### config.mk
export PLATFORM = sky130hd
export DESIGN_NAME = nyan_song_sequencer_flat
export DESIGN_NICKNAME = d
export VERILOG_FILES = /design/src/rtl/nyan_audio_pkg.sv /design/src/rtl/nyan_song_sequencer_if.sv /design/src/rtl/nyan_env_decay.sv /design/src/rtl/nyan_song_sequencer.sv /design/src/flat_wrapper.sv
export SDC_FILE = /design/constraint.sdc
export NUM_CORES = 1
export LEC_CHECK = 0
export CAP_MARGIN = 10
export CORE_UTILIZATION = 40
export CTS_BUF_LIST = sky130_fd_sc_hd__clkbuf_8
export DETAILED_ROUTE_END_ITERATION = 8
export PLACE_DENSITY_LB_ADDON = 0.25
export SETUP_SLACK_MARGIN = 0.4
export SLEW_MARGIN = 0
export SYNTH_ARGS = -nofsm -noshare
export SYNTH_HDL_FRONTEND = slang
export SYNTH_SLANG_ARGS = --single-unit
### constraint.sdc
create_clock -name clk -period 3.95 [get_ports clk]
set_clock_uncertainty 0.1 [all_clocks]
set_input_delay 0.5925 -clock clk [delete_from_list [all_inputs] [get_ports clk]]
set_output_delay 0.5925 -clock clk [all_outputs]
set_load 0.02 [all_outputs]
### src/rtl/nyan_audio_pkg.sv
// Shared audio-path types and defaults for the song sequencer and the mixer.
// Songpos and volume widths are fixed by the note-table ROM and the sample scaler.
package nyan_audio_pkg;

    localparam int DEF_SONG_LEN       = 288;
    localparam int DEF_TICKS_PER_BEAT = 6;
    localparam int DEF_VOL_MAX        = 63;
    localparam int POS_W              = 9;
    localparam int VOL_W              = 6;
    localparam int NUM_VOICES         = 2;

    typedef logic [POS_W-1:0] songpos_t;
    typedef logic [VOL_W-1:0] vol_t;

    // One decay step.  v >> shift never exceeds v, so the result cannot underflow.
    function automatic vol_t env_decay_step(input vol_t v, input int shift);
        return v - (v >> shift);
    endfunction

endpackage

### src/rtl/nyan_song_sequencer_if.sv
// Sequencer control/trigger inputs and position/envelope outputs.
interface nyan_song_sequencer_if;

    logic                     frame_tick;
    logic                     hold;
    logic                     restart;
    logic                     melody_trig;
    logic                     bass_trig;
    nyan_audio_pkg::songpos_t songpos;
    nyan_audio_pkg::vol_t     sqr_vol;
    nyan_audio_pkg::vol_t     bass_vol;
    logic                     beat_strobe;
    logic                     loop_strobe;

    modport master (
        output frame_tick, hold, restart, melody_trig, bass_trig,
        input  songpos, sqr_vol, bass_vol, beat_strobe, loop_strobe
    );

    modport slave (
        input  frame_tick, hold, restart, melody_trig, bass_trig,
        output songpos, sqr_vol, bass_vol, beat_strobe, loop_strobe
    );

endinterface

### src/rtl/nyan_env_decay.sv
// One voice envelope: re-arm on a triggered beat, hold on an untriggered beat,
// geometric decay on every other accepted tick.
module nyan_env_decay
    import nyan_audio_pkg::*;
#(
    parameter int SHIFT   = 3,
    parameter int VOL_MAX = DEF_VOL_MAX
) (
    input  logic clk,
    input  logic reset,
    input  logic tick,
    input  logic trig,
    input  logic beat,
    input  logic clr,
    output vol_t vol
);

    always_ff @(posedge clk or posedge reset) begin
        if (reset) begin
            vol <= '0;
        end else if (clr) begin
            vol <= '0;
        end else if (tick) begin
            if (beat) begin
                if (trig)
                    vol <= vol_t'(VOL_MAX);
            end else begin
                vol <= env_decay_step(vol, SHIFT);
            end
        end
    end

endmodule

### src/rtl/nyan_song_sequencer.sv
// Frame-tick song sequencer: counts ticks into beats, steps the looping song
// position and drives the per-voice envelopes.
module nyan_song_sequencer
    import nyan_audio_pkg::*;
#(
    parameter int SONG_LEN       = DEF_SONG_LEN,
    parameter int TICKS_PER_BEAT = DEF_TICKS_PER_BEAT,
    parameter int VOL_MAX        = DEF_VOL_MAX,
    parameter int SQR_SHIFT      = 3,
    parameter int BASS_SHIFT     = 2
) (
    input  logic                  clk,
    input  logic                  reset,
    nyan_song_sequencer_if.slave  bus
);

    logic [2:0]                  tick_ctr;
    logic [3:0]                  tick_next;
    songpos_t                    songpos;
    logic                        beat_strobe;
    logic                        loop_strobe;
    logic                        accept;
    logic                        beat;
    logic                        at_end;
    logic [NUM_VOICES-1:0]       trig;
    vol_t [NUM_VOICES-1:0]       vol;

    // restart beats both hold and a coincident tick
    assign accept    = bus.frame_tick & ~bus.hold & ~bus.restart;
    assign tick_next = {1'b0, tick_ctr} + 4'd1;
    assign beat      = accept && (tick_next == 4'(TICKS_PER_BEAT));
    assign at_end    = (songpos == songpos_t'(SONG_LEN - 1));

    always_ff @(posedge clk or posedge reset) begin
        if (reset) begin
            tick_ctr    <= '0;
            songpos     <= songpos_t'(SONG_LEN - 1);
            beat_strobe <= 1'b0;
            loop_strobe <= 1'b0;
        end else if (bus.restart) begin
            tick_ctr    <= '0;
            songpos     <= songpos_t'(SONG_LEN - 1);
            beat_strobe <= 1'b0;
            loop_strobe <= 1'b0;
        end else begin
            beat_strobe <= 1'b0;
            loop_strobe <= 1'b0;
            if (beat) begin
                tick_ctr    <= '0;
                songpos     <= at_end ? '0 : songpos + songpos_t'(1);
                beat_strobe <= 1'b1;
                loop_strobe <= at_end;
            end else if (accept) begin
                tick_ctr <= tick_next[2:0];
            end
        end
    end

    // Voice 0 is the square melody, voice 1 the bass.
    assign trig = {bus.bass_trig, bus.melody_trig};

    for (genvar v = 0; v < NUM_VOICES; v++) begin : g_voice
        localparam int SH = (v == 0) ? SQR_SHIFT : BASS_SHIFT;
        nyan_env_decay #(
            .SHIFT   (SH),
            .VOL_MAX (VOL_MAX)
        ) u_env (
            .clk   (clk),
            .reset (reset),
            .tick  (accept),
            .trig  (trig[v]),
            .beat  (beat),
            .clr   (bus.restart),
            .vol   (vol[v])
        );
    end

    assign bus.songpos     = songpos;
    assign bus.sqr_vol     = vol[0];
    assign bus.bass_vol    = vol[1];
    assign bus.beat_strobe = beat_strobe;
    assign bus.loop_strobe = loop_strobe;

endmodule

### src/flat_wrapper.sv
// flat-port wrapper written by rule: the top's interface ports become plain ports
module nyan_song_sequencer_flat import nyan_audio_pkg::*;
#(
    parameter int SONG_LEN       = DEF_SONG_LEN,
    parameter int TICKS_PER_BEAT = DEF_TICKS_PER_BEAT,
    parameter int VOL_MAX        = DEF_VOL_MAX,
    parameter int SQR_SHIFT      = 3,
    parameter int BASS_SHIFT     = 2
)
  (clk, reset, bus_frame_tick, bus_hold, bus_restart, bus_melody_trig, bus_bass_trig, bus_songpos, bus_sqr_vol, bus_bass_vol, bus_beat_strobe, bus_loop_strobe);
  nyan_song_sequencer_if bus_i ();
  input  logic clk;
  input  logic reset;
  input wire logic [$bits(bus_i.frame_tick)-1:0] bus_frame_tick;
  input wire logic [$bits(bus_i.hold)-1:0] bus_hold;
  input wire logic [$bits(bus_i.restart)-1:0] bus_restart;
  input wire logic [$bits(bus_i.melody_trig)-1:0] bus_melody_trig;
  input wire logic [$bits(bus_i.bass_trig)-1:0] bus_bass_trig;
  output wire logic [$bits(bus_i.songpos)-1:0] bus_songpos;
  output wire logic [$bits(bus_i.sqr_vol)-1:0] bus_sqr_vol;
  output wire logic [$bits(bus_i.bass_vol)-1:0] bus_bass_vol;
  output wire logic [$bits(bus_i.beat_strobe)-1:0] bus_beat_strobe;
  output wire logic [$bits(bus_i.loop_strobe)-1:0] bus_loop_strobe;
  assign bus_i.frame_tick = bus_frame_tick;
  assign bus_i.hold = bus_hold;
  assign bus_i.restart = bus_restart;
  assign bus_i.melody_trig = bus_melody_trig;
  assign bus_i.bass_trig = bus_bass_trig;
  assign bus_songpos = bus_i.songpos;
  assign bus_sqr_vol = bus_i.sqr_vol;
  assign bus_bass_vol = bus_i.bass_vol;
  assign bus_beat_strobe = bus_i.beat_strobe;
  assign bus_loop_strobe = bus_i.loop_strobe;
  nyan_song_sequencer #(.SONG_LEN(SONG_LEN), .TICKS_PER_BEAT(TICKS_PER_BEAT), .VOL_MAX(VOL_MAX), .SQR_SHIFT(SQR_SHIFT), .BASS_SHIFT(BASS_SHIFT)) u_core (.clk(clk), .reset(reset), .bus(bus_i));
endmodule
==> results of run 1 <==
logic make-up after synthesis:
group,synth area share
fa+ha+maj,0.0999
buf+inv,0.0545
compound gates,0.189
simple gates,0.204
xor+xnor,0.0477
flops,0.398
mux,0.00606
worst reg2reg max path: cells and delay by family (launching register included):
family          cells  cell delay [ps]
compound gates      1              490
fa+ha+maj           1              250
flops               1              440
simple gates        4             1150
cell type report:
class                           instances  area [sq um]  area share
Tap cell                               50          62.6      0.0310
Inverter                               15          56.3      0.0279
Sequential cell                        26           658       0.326
Timing Repair Buffer                   29           290       0.144
Clock inverter                          1          3.75     0.00186
Multi-Input combinational cell        128           905       0.449
Clock buffer                            3          41.3      0.0205
cell usage in the layout (no fill, tap or decap), types with 6 or more instances in the layout:
| cell type | count |
|---|---|
| dfrtp_1 | 20 |
| dfstp_2 | 6 |
| nand2_1 | 13 |
| a21oi_1 | 10 |
| inv_1 | 16 |
| nand3_1 | 6 |
| xor2_1 | 6 |
| clkdlybuf4s50_1 | 29 |
| o21ai_0 | 9 |
| nor2_1 | 16 |
| ha_1 | 10 |
where the power goes:
part / leakage, nW / internal [W] / switching (W)
sequential: 0.336 / 0.000290 / 0.0000294
combinational: 0.443 / 0.000161 / 0.000184
clock: 0.0269 / 0.0000697 / 0.0000840
total: 0.806 / 0.000521 / 0.000297
registers in the layout (all words and copies together) (netlist names):
| signal | count |
|---|---|
| u_core.bus.beat_strobe | 1 |
| u_core.bus.loop_strobe | 1 |
| u_core.bus.songpos | 9 |
| u_core.g_voice.u_env.vol | 12 |
| u_core.tick_ctr | 3 |
stage by stage:
stage | std cells | power [W] | setup WS (ps) | hold WS [ps]
after floorplan | 175 | 0.000567 | 2080 | 424
after global placement | 248 | 0.000659 | 1090 | 404
after detailed placement | 248 | 0.000667 | 1090 | 417
after CTS | 252 | 0.000823 | 1330 | 430
after global routing | 252 | 0.000877 | 1190 | 465
final | 252 | 0.000818 | 1370 | 426
how the worst max path moves through the flow:
stage	start	endpoint	slack (ps)	cells after the start
floorplan	u_core.g_voice[0].u_env.vol[3]$_DFFE_PP0P_	u_core.g_voice[0].u_env.vol[4]$_DFFE_PP0P_	2080	6
global placement	bus_frame_tick	u_core.g_voice[1].u_env.vol[5]$_DFFE_PP0P_	1090	6
detailed placement	bus_frame_tick	u_core.g_voice[1].u_env.vol[5]$_DFFE_PP0P_	1090	6
CTS	u_core.tick_ctr[0]$_DFFE_PP0P_	u_core.bus.songpos[5]$_DFFE_PP0P_	1330	6
global route	u_core.tick_ctr[0]$_DFFE_PP0P_	u_core.bus.songpos[5]$_DFFE_PP0P_	1190	6
finish	u_core.tick_ctr[0]$_DFFE_PP0P_	u_core.bus.songpos[5]$_DFFE_PP0P_	1370	6
routing by layer:
metal | share of wire | wire length (um)
met5 | 0 | 0
met2 | 0.47 | 1670
met4 | 0.016 | 57
met3 | 0.045 | 158
met1 | 0.47 | 1660
==> flow_summary.json, run 1 <==
{
  "hold_depth": 2,
  "whs_endpoint": "u_core.bus.songpos[4]$_DFFE_PP1P_",
  "start_util": 0.416,
  "setup_viol_count_final": 0,
  "die_h_um": 66.3,
  "synth_area_per_cell_sq_um": 9.44,
  "fin_setup_tns_ps": 0,
  "utilization": 0.508,
  "grt-busiest-layer": "met2",
  "cpLargestDelayFamily": "simple AND/OR/NAND/NOR gates",
  "ys_ff_latch": 26,
  "run_status": "finished clean",
  "maxCapViolCount": 0,
  "ys_seq_area_frac": 0.398,
  "synth_top_area_cell": "dfrtp_1",
  "cp.required_ps": 3980,
  "ys.flop_type": "dfrtp_1",
  "startpoint_type": "flip-flop",
  "placed_area_sq_mm": 0.00197,
  "leakagePower_nw": 0.806,
  "crit_slowest_cell": "nor4_2",
  "reg2reg_depth": 6,
  "cpPeakStageDelay_ps": 530,
  "netlist.area_leader.share": 0.303,
  "drive_gt1_frac": 0.0842,
  "die_x_um": 66.3,
  "vdd_drop_max_mv": 0.356,
  "synthTopCellsByArea": "dfrtp_1 30%, dfstp_2 9.5%, ha_1 7.6%",
  "postCtsSetupBuffers": 0,
  "synth_cells": 175,
  "tritoncts": "built",
  "async_reset_ff_frac": 1.00,
  "vias": 1365,
  "cp-end-kind": "flip-flop",
  "num_io_pins": 30,
  "clkLatencyLatePin_ps": 270,
  "powerDensity_mw_per_mm2": 405,
  "dp_hpwl_um": 2550,
  "syn2layout_area_growth_pct": 22.0,
  "antenna_found_initial": 0,
  "wl_um": 3550,
  "grt_max_degree": 27,
  "gp_congestion": 0.820,
  "ys_warn_count": 0,
  "rsz0062_at_grt": "false",
  "grtUsageMet2": 0.291,
  "max_freq_ghz": 0.387,
  "grt_pass1_vias": 1297,
  "syn_nets": 194,
  "max_slew_margin": 0.346,
  "crit_buf_inv": 0,
  "cts-resized-gates": 0,
  "use_met1": 0.234,
  "crit_fanout": 11,
  "fillers": 369,
  "core-area_sq_mm": 0.00397,
  "synth.most_common_cell": "dfrtp_1",
  "path_class": "reg -> reg",
  "grt_pass1_wl_um": 5950,
  "r2r-start": "u_core.tick_ctr[0]$_DFFE_PP0P_",
  "rr_endpoint": "u_core.bus.songpos[5]$_DFFE_PP0P_",
  "io_buffers": 29,
  "wl_per_cell_um": 14.1,
  "die_area_sq_mm": 0.00439,
  "hp-start": "u_core.bus.songpos[4]$_DFFE_PP1P_",
  "n_antenna_cell": 0,
  "hold_viol_final": 0,
  "clock_path_buffers": 2,
  "tightest_slew_ps": 980,
  "ant_nets": 0,
  "numCtsBuffers": 3,
  "num_rows": 23,
  "firstDrtPassIters": 4,
  "cp.arrival_ps": 2620,
  "grt_usage": 0.178,
  "hp-class": "reg -> reg",
  "htree_levels": 1,
  "overflow": 0,
  "drc": 0,
  "first_iter_violations": 93,
  "cts_root_buf": "clkbuf_8",
  "synth_area_sq_mm": 0.00165,
  "ys_types": 49,
  "reg2reg_slack_ps": 1370,
  "drv_slew": 0,
  "clk_pin_slew_ps": 90,
  "cts_hold_buf": 0,
  "cp_cell_sequence": "ha_1 > nand2b_1 > o21ai_2 > nand2_1 > nor4_2 > nor3_1",
  "period_needed_ps": 2580,
  "final_area_sq_mm": 0.00202,
  "fin_crit_sh": 0.654,
  "clock-sinks": 26,
  "layout.nets": 222,
  "viasPerCell": 5.42,
  "synth_commonest_cells": "20 x dfrtp_1, 16 x nor2_1, 15 x inv_1, 13 x nand2_1",
  "met3_usage": 0.0328,
  "synth_edf_count": 0
}
Power figures use the tool's default switching activity.
==> inputs of run 2 (changes only) <==
==> constraint.sdc (replaced) <==
create_clock -name clk -period 2.39 [get_ports clk]
set_clock_uncertainty 0.1 [all_clocks]
set_input_delay 0.3585 -clock clk [delete_from_list [all_inputs] [get_ports clk]]
set_output_delay 0.3585 -clock clk [all_outputs]
set_load 0.02 [all_outputs]
==> flow_summary.json, run 2 (same netlist as run 1, synthesis figures left out) <==
{
  "run_status": "finished clean",
  "start_util": 0.416,
  "tightest_slew_ps": 447,
  "grt_pass1_vias": 1395,
  "dp_hpwl_um": 2800,
  "tritoncts": "built",
  "fin_crit_sh": 0.809,
  "viasPerCell": 5.39,
  "leakagePower_nw": 0.865,
  "drv_slew": 0,
  "cp-end-kind": "output port",
  "clock_path_buffers": 2,
  "die_x_um": 66.3,
  "hold_viol_final": 0,
  "crit_fanout": 5,
  "dp_slack_ps": 216,
  "layout_common_cells": "29 x clkdlybuf4s50_1, 20 x dfrtp_1, 16 x nor2_1",
  "maxCapViolCount": 0,
  "overflow": 0,
  "antenna_found_initial": 0,
  "clock-sinks": 26,
  "drc": 0,
  "layout.nets": 233,
  "cp.required_ps": 1930,
  "htree_levels": 1,
  "cts_root_buf": "clkbuf_8",
  "largest-register": "u_core.g_voice.u_env.vol",
  "crit_buf_inv": 1,
  "num_io_pins": 30,
  "clk_pin_slew_ps": 90,
  "final_area_sq_mm": 0.00216,
  "utilization": 0.544,
  "gp_congestion": 0.844,
  "clkLatencyLatePin_ps": 270,
  "setup_ws_ps": 455,
  "grt_max_degree": 27,
  "firstDrtPassIters": 4,
  "placed_area_sq_mm": 0.00202,
  "die_h_um": 66.3,
  "num_rows": 23,
  "wl_per_cell_um": 14.8,
  "syn2layout_area_growth_pct": 30.7,
  "cpPeakStageDelay_ps": 620,
  "die_area_sq_mm": 0.00439,
  "n_antenna_cell": 0,
  "reg2reg_slack_ps": 470,
  "startpoint_type": "flip-flop",
  "core-area_sq_mm": 0.00397,
  "period_needed_ps": 1930,
  "setup_viol_count_final": 0,
  "numCtsBuffers": 3,
  "hp-class": "in -> async",
  "power.total_w": 0.00142,
  "cp_cell_sequence": "clkdlybuf4s50_1",
  "wl_um": 3880,
  "grt_usage": 0.195,
  "grt_pass1_wl_um": 6450,
  "rsz0062_at_grt": "true",
  "max_slew_margin": 0.702,
  "first_iter_violations": 113,
  "vdd_drop_max_mv": 0.508,
  "max_freq_ghz": 0.517,
  "top_regs": "u_core.g_voice.u_env.vol: 12 flops, u_core.bus.songpos: 9 flops, u_core.tick_ctr: 3 flops",
  "cpLargestDelayFamily": "buffers and inverters",
  "layout_commonest_cell": "clkdlybuf4s50_1",
  "vias": 1418,
  "crit_slowest_cell": "clkdlybuf4s50_1",
  "largest_reg_flops": 12,
  "io_buffers": 29,
  "cts_hold_buf": 0,
  "path_class": "reg -> out",
  "drive_gt1_frac": 0.169,
  "fin_setup_tns_ps": 0,
  "powerDensity_mw_per_mm2": 657,
  "ant_nets": 0,
  "cp.arrival_ps": 1480
}
[run 2: timing repair]
action | 4_1_cts | 5_1_grt
pin swaps | 0 | 5
resized for setup | 2 | 10
endpoints found under the setup margin | 6 | 11
cloned | 0 | 0
setup buffers | 3 | 2
[run 2: power by group]
group	switching, W	internal (W)	total [W]	leakage [nW]
logic	0.000320	0.000282	0.000602	0.500
registers	0.0000449	0.000480	0.000525	0.336
clock network	0.000145	0.000148	0.000293	0.0288
[run 2: final timing paths]
kind / startpoint / endpoint / depth (start not counted)
worst max-delay path: u_core.bus.songpos[0]$_DFFE_PP1P_ / bus_songpos[0] / 1
worst min register to register: u_core.g_voice[1].u_env.vol[5]$_DFFE_PP0P_ / u_core.g_voice[1].u_env.vol[5]$_DFFE_PP0P_ / 1
worst min-delay path: reset / u_core.bus.beat_strobe$_DFF_PP0_ / 3
max in group asynchronous: reset / u_core.bus.songpos[4]$_DFFE_PP1P_ / 3
worst max register to register: u_core.tick_ctr[1]$_DFFE_PP0P_ / u_core.bus.songpos[4]$_DFFE_PP1P_ / 7
min in group clk: u_core.g_voice[1].u_env.vol[5]$_DFFE_PP0P_ / u_core.g_voice[1].u_env.vol[5]$_DFFE_PP0P_ / 1
[run 2: metal layers]
layer	GRT usage	share of wire
met1	0.256	0.44
met2	0.330	0.52
met3	0.0207	0.036
met4	0.0638	0.012
met5	0	0
[run 2: per-stage QoR]
| stage | hold WS (ps) | std cells |
|---|---|---|
| final | 324 | 263 |
| after global routing | 380 | 263 |
| after CTS | 339 | 261 |
| after detailed placement | 414 | 254 |
| after global placement | 408 | 254 |
| after floorplan | 294 | 175 |
[run 2: area by class of cell]
type / instances / area (sq um)
clock buffer: 4 / 55.1
fill: 364 / 1810
inverter: 15 / 56.3
multi-input combinational: 128 / 952
sequential: 26 / 658
tap: 50 / 62.6
timing repair buffer: 40 / 377
==> inputs of run 3 (changes only) <==
==> constraint.sdc (replaced) <==
create_clock -name clk -period 1.8 [get_ports clk]
set_clock_uncertainty 0.1 [all_clocks]
set_input_delay 0.27 -clock clk [delete_from_list [all_inputs] [get_ports clk]]
set_output_delay 0.27 -clock clk [all_outputs]
set_load 0.02 [all_outputs]
==> flow_summary.json, run 3 (same netlist as run 1, synthesis figures left out) <==
{
  "run_status": "finished, violations left",
  "violations": "negative setup slack",
  "cts_hold_buf": 0,
  "rsz0062_at_grt": "true",
  "wl_per_cell_um": 15.9,
  "gp_congestion": 0.788,
  "hp-class": "in -> async",
  "vias": 1609,
  "syn2layout_area_growth_pct": 51.5,
  "cp_common_cell": "inv_2",
  "max_slew_margin": 0.771,
  "tightest_slew_ps": 343,
  "path_class": "reg -> reg",
  "first_iter_violations": 76,
  "setup_ws_ps": -0.964,
  "largest-register": "u_core.g_voice.u_env.vol",
  "grt_max_degree": 27,
  "die_h_um": 66.3,
  "drv_slew": 0,
  "drive_gt1_frac": 0.475,
  "dp_slack_ps": -164,
  "io_buffers": 29,
  "num_rows": 23,
  "wl_um": 4690,
  "htree_levels": 1,
  "maxCapViolCount": 0,
  "layout_common_cells": "40 x buf_4, 16 x nor2_1, 12 x nand2_1",
  "cp-end-kind": "flip-flop",
  "dp_hpwl_um": 3220,
  "viasPerCell": 5.47,
  "placed_area_sq_mm": 0.00223,
  "crit_slowest_cell": "dfrtp_2",
  "antenna_found_initial": 0,
  "clkLatencyLatePin_ps": 270,
  "period_needed_ps": 1800,
  "overflow": 0,
  "numCtsBuffers": 3,
  "layout_commonest_cell": "buf_4",
  "firstDrtPassIters": 4,
  "leakagePower_nw": 1.07,
  "start_util": 0.416,
  "layout.nets": 264,
  "clock-sinks": 26,
  "tritoncts": "built",
  "fillers": 316,
  "clock_path_buffers": 2,
  "vdd_drop_max_mv": 0.714,
  "num_io_pins": 30,
  "ant_nets": 0,
  "setup_viol_count_final": 1,
  "cp.arrival_ps": 1870,
  "grt_usage": 0.230,
  "grt_pass1_vias": 1582,
  "grt_pass1_wl_um": 7590,
  "largest_reg_flops": 12,
  "crit_buf_inv": 2,
  "cp.required_ps": 1870,
  "crit_fanout": 2,
  "cts_root_buf": "clkbuf_8",
  "fin_crit_sh": 1.00,
  "final_area_sq_mm": 0.00250,
  "die_area_sq_mm": 0.00439,
  "max_freq_ghz": 0.555,
  "n_antenna_cell": 0,
  "powerDensity_mw_per_mm2": 830,
  "die_x_um": 66.3,
  "cpPeakStageDelay_ps": 420,
  "core-area_sq_mm": 0.00397,
  "top_regs": "u_core.g_voice.u_env.vol: 12 flops, u_core.bus.songpos: 9 flops, u_core.tick_ctr: 3 flops",
  "clk_pin_slew_ps": 90,
  "startpoint_type": "flip-flop",
  "cp_cell_sequence": "inv_2 > ha_4 > inv_2 > fa_2 > a21o_1 > a21oi_2 > o21bai_1 > o2bb2ai_1",
  "hold_viol_final": 0,
  "fin_setup_tns_ps": -0.964,
  "cpLargestDelayFamily": "compound AO/OA/AOI/OAI gates",
  "drc": 0
}
## run 3: cell count changes in the layout (fill, tap and decap cells not counted), sizes merged
cell	delta
dlymetal6s2s	+1
dlygate4sd2	+2
buf	+43
clkbuf	+3
clkdlybuf4s15	+6
clkdlybuf4s50	-24
## run 3: cell type report
class                   count  area (sq um)  area share
clock buffers               4          55.1      0.0220
inverters                  15          58.8      0.0235
multi-input cells         128          1080       0.430
flip-flops and latches     26           671       0.268
well taps                  50          62.6      0.0250
repair buffers             71           579       0.231
## run 3: through the flow
step            util  power [W]  hold slack, ps  instances
6_report       0.630    0.00208             267        294
5_1_grt        0.630    0.00219             316        294
4_1_cts        0.604    0.00203             267        286
3_5_place_dp   0.561    0.00160             414        271
3_3_place_gp   0.561    0.00155             411        271
2_1_floorplan      -    0.00131             205        175
## run 3: final timing paths
| path | start | end | slack [ps] | cells past startpoint |
|---|---|---|---|---|
| setup reg to reg | u_core.g_voice[1].u_env.vol[0]$_DFFE_PP0P_ | u_core.g_voice[1].u_env.vol[4]$_DFFE_PP0P_ | -1 | 8 |
| hold reg to reg | u_core.g_voice[1].u_env.vol[5]$_DFFE_PP0P_ | u_core.g_voice[1].u_env.vol[5]$_DFFE_PP0P_ | 440 | 1 |
| hold / removal | reset | u_core.g_voice[1].u_env.vol[3]$_DFFE_PP0P_ | 270 | 3 |
| max in group asynchronous | reset | u_core.bus.songpos[1]$_DFFE_PP1P_ | 1030 | 3 |
| min in group clk | bus_restart | u_core.g_voice[1].u_env.vol[2]$_DFFE_PP0P_ | 360 | 3 |
| setup / recovery | u_core.g_voice[1].u_env.vol[0]$_DFFE_PP0P_ | u_core.g_voice[1].u_env.vol[4]$_DFFE_PP0P_ | -1 | 8 |
## run 3: layer usage
| metal | up-vias | part of all wire | GRT usage | wire length [um] |
|---|---|---|---|---|
| met5 | - | 0 | 0 | 0 |
| met2 | 33 | 0.53 | 0.412 | 2460 |
| met1 | 820 | 0.43 | 0.287 | 2020 |
| met3 | 4 | 0.035 | 0.0310 | 162 |
| met4 | 0 | 0.0077 | 0.0585 | 36 |
| li1 | 752 | - | - | - |
## run 3: tightest hold or removal path, delay by kind of cell
family	cells	cell delay (ps)
buffers and inverters	3	780
## run 3: repair_timing
| item | in CTS | in global routing |
|---|---|---|
| buffers inserted | 11 | 8 |
| setup endpoints to repair | 48 | 41 |
| resized for setup | 78 | 33 |
| endpoints found under the hold margin | 0 | 0 |
| pin swaps | 14 | 5 |
## run 3: power breakdown
part	internal [W]	switching, W	total, W
Sequential	0.000644	0.0000659	0.000710
Combinational	0.000459	0.000525	0.000983
Clock	0.000196	0.000189	0.000385
